## config.mk

```make
export PLATFORM = sky130hd
export DESIGN_NAME = online_digit_serializer
export DESIGN_NICKNAME = d
export VERILOG_FILES = /design/src/rtl/online_pkg.sv /design/src/rtl/online_digit_encoder.sv /design/src/rtl/online_digit_serializer.sv
export SDC_FILE = /design/constraint.sdc
export NUM_CORES = 1
export LEC_CHECK = 0
export CORE_UTILIZATION = 49
export DETAILED_ROUTE_END_ITERATION = 8
export PLACE_DENSITY = 0.87
export SYNTH_ARGS = -nofsm -noshare
export SYNTH_HDL_FRONTEND = slang
export SYNTH_SLANG_ARGS = --single-unit
```

## constraint.sdc

```tcl
create_clock -name i_clk -period 1.8 [get_ports i_clk]
set_input_delay 0.18 -clock i_clk [delete_from_list [all_inputs] [get_ports i_clk]]
set_output_delay 0.18 -clock i_clk [all_outputs]
set_load 0.01 [all_outputs]
```

## src/rtl/online_pkg.sv

```systemverilog
// Shared definitions for the MSDF front end:
// digit codes, FSM state type and the digit-count clamp.
package online_pkg;

  localparam logic [1:0] SD_POS  = 2'b10;
  localparam logic [1:0] SD_ZERO = 2'b00;
  localparam logic [1:0] SD_NEG  = 2'b01;

  localparam logic [1:0] BS_POS  = 2'b01;
  localparam logic [1:0] BS_ZERO = 2'b00;
  localparam logic [1:0] BS_NEG  = 2'b11;

  typedef enum logic {
    IDLE = 1'b0,
    EMIT = 1'b1
  } state_t;

  // A zero or oversized request means "emit the full operand".
  function automatic int clamp_len(input int len, input int max_len);
    if (len == 0 || len > max_len) return max_len;
    return len;
  endfunction

endpackage

```

## src/rtl/online_digit_encoder.sv

```systemverilog
// Maps one operand bit to a radix-2 signed-digit code.
// Ports: msb (bit value), is_sign (sign position), code (2-bit digit).
module online_digit_encoder
  import online_pkg::*;
#(
  parameter string ENCODING_MODE = "signed-digit"
) (
  input  logic       msb,
  input  logic       is_sign,
  output logic [1:0] code
);

  localparam bit IS_SD = (ENCODING_MODE == "signed-digit");
  localparam bit IS_BS = (ENCODING_MODE == "borrow-save");

  // The sign bit carries weight -1; every other bit is non-negative.
  always_comb begin
    code = 2'b00;
    if (IS_SD) begin
      if (msb) code = is_sign ? SD_NEG : SD_POS;
      else     code = SD_ZERO;
    end else if (IS_BS) begin
      if (msb) code = is_sign ? BS_NEG : BS_POS;
      else     code = BS_ZERO;
    end
  end

endmodule

```

## src/rtl/online_digit_serializer.sv

```systemverilog
// Parallel two's-complement fraction in, MSD-first signed-digit stream out.
// Ports: load channel (valid/ready/data/len), flush, mbus write channel, last, busy.
module online_digit_serializer
  import online_pkg::*;
#(
  parameter string ENCODING_MODE = "signed-digit",
  parameter int    ACCURATE_MAX  = 64,
  parameter int    CNT_WIDTH     = 8
) (
  input  logic                    i_clk,
  input  logic                    i_rst,
  input  logic                    i_load_valid,
  output logic                    o_load_ready,
  input  logic [ACCURATE_MAX-1:0] i_load_data,
  input  logic [CNT_WIDTH-1:0]    i_load_len,
  input  logic                    i_flush,
  output logic                    o_mbus_wen,
  output logic [1:0]              o_mbus_wdata,
  output logic                    o_mbus_wvalid,
  input  logic                    i_mbus_wready,
  output logic                    o_last,
  output logic                    o_busy
);

  state_t                  state;
  logic [ACCURATE_MAX-1:0] sreg;
  logic [CNT_WIDTH-1:0]    count;
  logic                    first;
  logic [CNT_WIDTH-1:0]    eff_len;
  logic [1:0]              code;
  logic                    emit;

  assign eff_len = CNT_WIDTH'(clamp_len(int'(i_load_len), ACCURATE_MAX));
  assign emit    = (state == EMIT);

  online_digit_encoder #(
    .ENCODING_MODE(ENCODING_MODE)
  ) u_enc (
    .msb    (sreg[ACCURATE_MAX-1]),
    .is_sign(first),
    .code   (code)
  );

  always_ff @(posedge i_clk) begin
    if (i_rst || i_flush) begin
      state <= IDLE;
      sreg  <= '0;
      count <= '0;
      first <= 1'b0;
    end else begin
      unique case (state)
        IDLE: begin
          if (i_load_valid) begin
            sreg  <= i_load_data;
            count <= eff_len;
            first <= 1'b1;
            state <= EMIT;
          end
        end
        EMIT: begin
          if (i_mbus_wready) begin
            sreg  <= {sreg[ACCURATE_MAX-2:0], 1'b0};
            count <= count - CNT_WIDTH'(1);
            first <= 1'b0;
            if (count == CNT_WIDTH'(1)) state <= IDLE;
          end
        end
        default: state <= IDLE;
      endcase
    end
  end

  assign o_load_ready  = !emit;
  assign o_busy        = emit;
  assign o_mbus_wen    = emit;
  assign o_mbus_wvalid = emit;
  assign o_mbus_wdata  = emit ? code : 2'b00;
  assign o_last        = emit && (count == CNT_WIDTH'(1));

endmodule
```

### Yosys cells after proc, flatten, opt, wreduce, memory -nomap -nowiden

Index checks and enable logic that the tools add are counted.

| word-level totals | value |
|---|---|
| bits in registers | 74 |
| bits in latches | 0 |
| bits in writable memories | 0 |
| memory bits (read-only) | 0 |
| input bits | 77 |
| output and inout port bits | 7 |
| word-level logic and storage cells | 35 |
| memories | 0 |

| cells by class | value |
|---|---|
| $add $sub $neg | 1 |
| multiply operators | 0 |
| div/mod/pow operators | 0 |
| order comparisons | 1 |
| equality and inequality tests | 3 |
| shift-type cells | 0 |
| mux-type cells | 19 |
| bitwise gates (word level) | 1 |
| reductions and logical operators | 6 |

Operator list:

| cell | count |
|---|---|
| $mux W64 | 2 |
| $pmux W64 S2 | 1 |
| $mux W8 | 3 |
| $pmux W8 S2 | 1 |
| $eq A8 B1 Y1 const B | 1 |
| $gt A8 B7 Y1 const B | 1 |
| $logic_not A8 Y1 | 1 |
| $sub A8 B1 Y8 const B | 1 |
| $mux W7 | 1 |
| $mux W1 | 6 |
| $mux W2 | 3 |
| $ne A2 B2 Y1 const B | 2 |
| $pmux W1 S2 | 2 |
| $logic_or A1 B1 Y1 | 2 |
| $reduce_and A2 Y1 | 1 |
| $logic_and A1 B1 Y1 | 1 |
| $logic_not A1 Y1 | 1 |
| $not A1 Y1 | 1 |

### Depth between registers and ports, before layout

| depth | value |
|---|---|
| depth in word-level cells | 6 |
| depth in mapped cells | 6 |
| gate-level depth less buffers | 5 |

### By module

From an unflattened synthesis, not the netlist that was laid out.

| unflattened totals | value |
|---|---|
| cells, all modules | 362 |
| area total of the unflattened synthesis | 3839.9 µm² |

Modules (own cells, without submodules):

| module | times used | cells an instance | area an instance (µm²) | seq. area each (µm²) |
|---|---|---|---|---|
| online_digit_serializer | 1 | 360 | 3823.7 | 1481.4 |
| online_digit_encoder | 1 | 2 | 16.3 | 0.0 |

### Worst setup path after synthesis

OpenSTA, ideal clock, no wires.

| path | value |
|---|---|
| kind | register to register |
| start | reg state, in the netlist o_busy |
| end | reg count[4] |
| library setup time | 126 ps |
| data arrival time | 1388 ps |
| data required time | 1674 ps |
| slack | 286 ps |
| stages on the path, launching flop included | 7 |
| path buffers | 3 |
| clock period less this slack | 1514 ps |
| cells stage by stage | dfxtp_1 -> buf_2 -> mux2_4 -> buf_2 -> buf_2 -> o21ai_0 -> a31oi_1 |

| on the way | value |
|---|---|
| longest elaborated chain between the ends | 3 |
| elaborated cells between the ends (all ways) | 5 |
| those cells by class | eq/ne (2); mux (1); bitwise (1); reduce/logical (1) |

Ends and longest elaborated chain:

| element | RTL line | text |
|---|---|---|
| start, declared | online_digit_serializer.sv:25 | `state_t state;` |
| start signal, assigned | online_digit_serializer.sv:46 | `state <= IDLE;` |
| start signal, assigned | online_digit_serializer.sv:57 | `state <= EMIT;` |
| start signal, assigned | online_digit_serializer.sv:65 | `if (count == CNT_WIDTH'(1)) state <= IDLE;` |
| $not A1 Y1 | - |  |
| $ne A2 B2 Y1 (no source line) | - |  |
| $reduce_and A2 Y1 (no source line) | - |  |
| end signal, assigned | online_digit_serializer.sv:55 | `count <= eff_len;` |
| end signal, assigned | online_digit_serializer.sv:63 | `count <= count - CNT_WIDTH'(1);` |
| end, declared | online_digit_serializer.sv:27 | `logic [CNT_WIDTH-1:0] count;` |

Several ways; a longest one is shown, not always the timed one.
A chain may end at the register's enable or synchronous reset.

### Worst setup path in the final report

| path | value |
|---|---|
| start | reg state, in the netlist o_busy |
| end | out o_mbus_wdata[0] |

| on the way | value |
|---|---|
| longest elaborated chain between the ends | 1 |

Ends and longest elaborated chain:

| element | RTL line | text |
|---|---|---|
| $mux W2 | online_digit_serializer.sv:77 | `assign o_mbus_wdata = emit ? code : 2'b00;` |
| end, declared | online_digit_serializer.sv:18 | `output logic [1:0] o_mbus_wdata,` |

Every way passes these cells.

==> impl_results.md <==
* Status: finished clean
* Share of cells above drive strength 1 at 10.29%
* Die X at 85.51 µm
* P_int at 0.003025 W
* GR Overflow Total at 0
* Synth Cell Area at 3417 µm²
* Antenna violations before repair at 0
* Syn nets at 441
* Startpoint Class: register
* Total GRT Usage at 23.37%
* TritonRoute pass-1 iters at 4
* Initial Utilization at 50.57%
* Worst slew pin tran at 0.5936 ns
* DIE AREA at 7311 µm²
* Post-DR vias/cell at 5.543
* Max cap viols at 0
* Final period utilization at 96.56%
* HP Class: primary input to register
* Crit Path Max Fanout at 13
* NumNets Final at 521
* Top cell type's share of synthesized area at 43.35%
* Avg Cell Area, Syn at 9.439 µm²
* Yosys Warn Count at 0
* Sequential cell area fraction in the yosys report at 43.35%
* Pre-CTS setup slack at -0.04692 ns
* Port Buffer Count at 83
* CTS sink cnt at 74
* H-tree levels at 3
* Fmax at 575.4 MHz
* Area leader, netlist: dfxtp_1
* Required time of the worst setup path at 1.62 ns
* Root Buffer: clkbuf_8
* Core Util, Final at 69.04%
* Clk pwr share at 39.9%
* Min Tclk post-route at 1.738 ns
* Synth area leaders: dfxtp_1, mux2i_1, a211oi_1
* P_leak at 1.726 nW
* Num rows at 30
* Pin count of the biggest net entering global routing at 37
* Antenna-violating nets left at 0
* Peak VDD IR at 0.0006462 V
* Core box area at 6756 µm²
* Vias after detailed routing at 2921
* Power Dens Cells at 855.1 nW/µm²
* Setup slack after layout at 0.06200 ns
* Net Sw Power at 0.0009632 W
* Slew Limit Fails at 0
* Switching share of power at 24.15%
* # setup viols final at 0
* First-pass GRT wire length at 13500 µm
* CTS buffer count at 9
* Synth Instances at 362
* # IOs at 84
* Chip height at 85.51 µm
* Crit path DAT at 1.56 ns
* WL final at 8180 µm
* Post-DR wirelength/cell at 15.52 µm
* Area grow syn2layout at 36.51%
* RSZ-0062 raised after global routing: no
* CTS tree: done
* Routability cong. at 0.8566
* Clock Skew at 0.007720 ns
* Fillcell total at 536
* Seq pwr share at 44.3%
* Count of cell types in the netlist at 35
* Worst-skew pair later-pin latency at 0.35 ns
* Clk buf depth at 2
* Detailed Route Iter0 Violations at 153
* Rel. slew slack at 60.43%
* Crit. End Element: output port
* Fin. Hold Viols at 0
* Yosys reg bits at 74
* Hold-fix buffers, CTS at 0
* WS Path Type: register to output port
* Comb power frac at 15.8%
* Dpl hpwl at 5472 µm
* CTS clk-pin slew, worst paths at 0.08 ns
* Antenna diode count at 0
* DR DRC count at 0
* Vias in the first global route at 2925
==> registers in the layout, indices dropped and copies added, names as in the netlist <==
signal and flops:
first 1, sreg 64, o_busy 1, count 8
==> per-layer routing <==
layer	vias up	part of all wire, %	wire length, µm	global-route usage (%)
met5	-	0	0	0
met1	1335	45	3686	28.24
met3	7	5.3	434	7.796
li1	1491	-	-	-
met2	88	49	3990	40.22
met4	0	0.83	68	5.758
==> layout make-up <==
cell class | instances | area [µm²] | area share [%]
clock inverter | 6 | 112.6 | 2.414
inverter | 3 | 11.26 | 0.2414
clock buffer | 10 | 137.6 | 2.951
multi-input combinational | 252 | 1795 | 38.49
sequential | 74 | 1486 | 31.87
tap | 80 | 100.1 | 2.146
timing repair buffer | 102 | 1021 | 21.89
==> cells in the final DEF, fill, tap and decap left out, drive strengths merged, types with 4 or more instances in the layout <==
| master | instances |
|---|---|
| a211oi | 69 |
| o21ai | 5 |
| dfxtp | 74 |
| nor3 | 4 |
| inv | 4 |
| nand2 | 4 |
| nor2 | 69 |
| mux2i | 65 |
| clkdlybuf4s50 | 81 |
| buf | 20 |
| clkbuf | 10 |
==> synthesized netlist by cell type <==
library cell   n
and4_1         1
a22oi_1        3
a31oi_1        1
or4_1          1
a211oi_1      69
buf_4          3
and2_1         2
or3_1          1
nand2_1        4
nand3_1        3
a21oi_1        2
o21ai_0        5
nand2b_1       2
nor2_1        69
nor3b_1        1
and3_1         2
nor2b_1        1
buf_2         19
nor4_1         2
a32oi_1        1
clkbuf_1      11
ha_1           2
mux2i_1       65
or2_2          2
o311a_1        1
a31o_2         1
nor4_2         1
inv_1          3
nand4_1        1
nand3b_1       1
nor4bb_1       2
nor3_1         4
mux2_2         1
mux2_4         1
dfxtp_1       74
==> worst max-delay path, cell delays in order, from the launching register on <==
cell and delay, ns:
dfxtp_4 0.45, and3_1 0.19, clkdlybuf4s50_1 0.56
==> power by group through the flow <==
| stage | clock network [W] | logic (W) | registers, W |
|---|---|---|---|
| finish | 0.00159 | 0.000631 | 0.00177 |
| global placement | 0 | 0.000595 | 0.00180 |
| global route | 0.00170 | 0.000689 | 0.00178 |
| detailed placement | 0 | 0.000611 | 0.00180 |
| floorplan | 0 | 0.000346 | 0.00179 |
| CTS | 0.00162 | 0.000632 | 0.00177 |
==> path summary, 6_finish.rpt <==
kind	startpoint	end	slack, ns	depth (start not counted)
setup / recovery	o_busy	o_mbus_wdata[0]	0.06	2
hold reg to reg	sreg[22]	sreg[22]	0.50	2
setup reg to reg	count[0]	count[4]	0.16	6
hold / removal	i_load_len[3]	count[3]	0.47	3
==> cells by family after synthesis <==
logic type	count (synthesis)	synth area share (%)
fa+ha+maj	2	0.7322
mux	67	19.81
flops	74	43.35
compound gates	83	17.83
simple gates	100	13.29
buf+inv	36	4.980
==> timing repair <==
item	in CTS	in global routing
gates resized for setup	9	1
pin swaps	3	1
buffers inserted	2	0
setup endpoints to repair	3	2
==> through the flow <==
stage	setup TNS [ns]	instance area [µm²]	cells	hold WS (ns)	total power (W)
final	0	4664	527	0.4651	0.003989
after global routing	0	4664	527	0.4511	0.004168
after CTS	0	4662	527	0.4510	0.004019
after detailed placement	-0.04692	4370	509	0.4908	0.002415
after global placement	-0.04477	4370	509	0.4785	0.002393
after floorplan	0	3417	362	0.3190	0.002134
Note: power is estimated with default switching activity, not from simulation.
==> patch, RTL diff (same flow settings) <==
`CNT_WIDTH`: 8 -> 10.
--- a/src/rtl/online_digit_serializer.sv
+++ b/src/rtl/online_digit_serializer.sv
@@ -6,5 +6,5 @@
   parameter string ENCODING_MODE = "signed-digit",
   parameter int    ACCURATE_MAX  = 64,
-  parameter int    CNT_WIDTH     = 8
+  parameter int    CNT_WIDTH     = 10
 ) (
   input  logic                    i_clk,
Ports: changed (resized i_load_len); port bits go from 84 to 86. No check against the original RTL was run, so the function may have changed too.
==> patch against the unedited design <==
Non-clock buffer count shrank 1; synthesized area up 14%; cell count increased by 6.6%; clock power decreased by 20%; worst setup slack better by 0.0073 ns; power down 4.5%; via count rose by 4.5%; routed wire length fell by 2.9%; sequential cell count rose by 2; maximum frequency up 0.42%; largest power group unchanged; first-iteration DRC count down 33%; design area increased by 8.3%; global-route usage decreased by 3.4 points.
==> patch: results <==
[placed_design]
dpl.hpwl_mm = 5.44
dp.cells = 543
globalplace.congestion = 0.918
dpl_cell_area_um2 = 4820

[routing]
wl_mm = 7.94
num_vias = 3051
drtPass1Iterations = 5
drtIter0Drc = 102

[setup_path]
worst-r2r-cell-count = 7
cp_top_family = "compound AO/OA/AOI/OAI gates"
worstPathArrival_ns = 1.97
reg2reg_setup_slack_ns = 0.07
cp_slowest_cell = "or3b_4"
reg2reg_to = "count[6]$_SDFFE_PP0P_"
critPathMaxFanout = 5

[synthesis]
synth.area.top_cells = "dfxtp_1 39%, a211oi_2 19%, mux2i_1 16%"
synth.net_count = 459
avgSynthCellArea_um2 = 10.3

[grt]
grt_pass1_wl_mm = 13.5
grt_pass1_vias = 3012

[layout]
fillers = 628
final_cells = 562
drive_gt1_share_pct = 22.4

[power_and_ir_drop]
ir_drop_uv = 458
power_leakage_nw = 1.74
p_comb_w = 0.000729
p_clk_share_pct = 33.4

[clock_network]
post_cts_resized = 4

[hold_path]
min-delay-start = "i_load_data[0]"

[run_status]
status = "complete, no violations"
==> patch: how the worst max path moves through the flow <==
stage,endpoint,slack [ns],depth (start not counted)
3_5_place_dp,o_last,0.01,6
6_report,count[6]$_SDFFE_PP0P_,0.07,7
5_1_grt,count[6]$_SDFFE_PP0P_,0.01,7
4_1_cts,o_last,0.00006,6
3_3_place_gp,o_last,0.08,6
2_1_floorplan,count[8]$_SDFFE_PP0P_,0.22,6
==> patch: metrics by stage <==
step | power (W) | hold slack [ns] | utilization [%] | worst slack (ns)
floorplan | 0.00230 | 0.338 | - | 0.222
global placement | 0.00254 | 0.482 | 62.6 | 0.0822
detailed placement | 0.00257 | 0.493 | 62.6 | 0.0134
CTS | 0.00385 | 0.457 | 65.4 | 0.0000604
global route | 0.00398 | 0.503 | 65.7 | 0.0130
finish | 0.00381 | 0.472 | 65.7 | 0.0693
==> patch: kinds of logic after synthesis <==
| family | count (synthesis) | synth area share (%) |
|---|---|---|
| AND/OR/NAND/NOR | 97 | 11.7 |
| buffers and inverters | 41 | 6.15 |
| adder cells (fa/ha/maj) | 2 | 0.644 |
| XOR/XNOR | 2 | 0.451 |
| AO/OA/AOI/OAI | 95 | 25.0 |
| multiplexers | 65 | 16.9 |
| flip-flops | 76 | 39.1 |
==> patch: layout make-up <==
class	instances	area, um^2	share of cell area, %
multi-input combinational	261	2150	42.6
sequential	76	1530	30.2
timing repair buffer	101	1030	20.4
clock buffer	10	128	2.53
tap	102	128	2.53
clock inverter	6	65.1	1.29
inverter	6	22.5	0.446
==> patch: layer usage <==
metal	share of wire [%]	up-vias	track usage, %
met1	44	1418	24.1
met5	0	-	0
met3	5.2	10	3.77
met4	1.2	0	8.07
li1	-	1534	-
met2	49	89	34.9
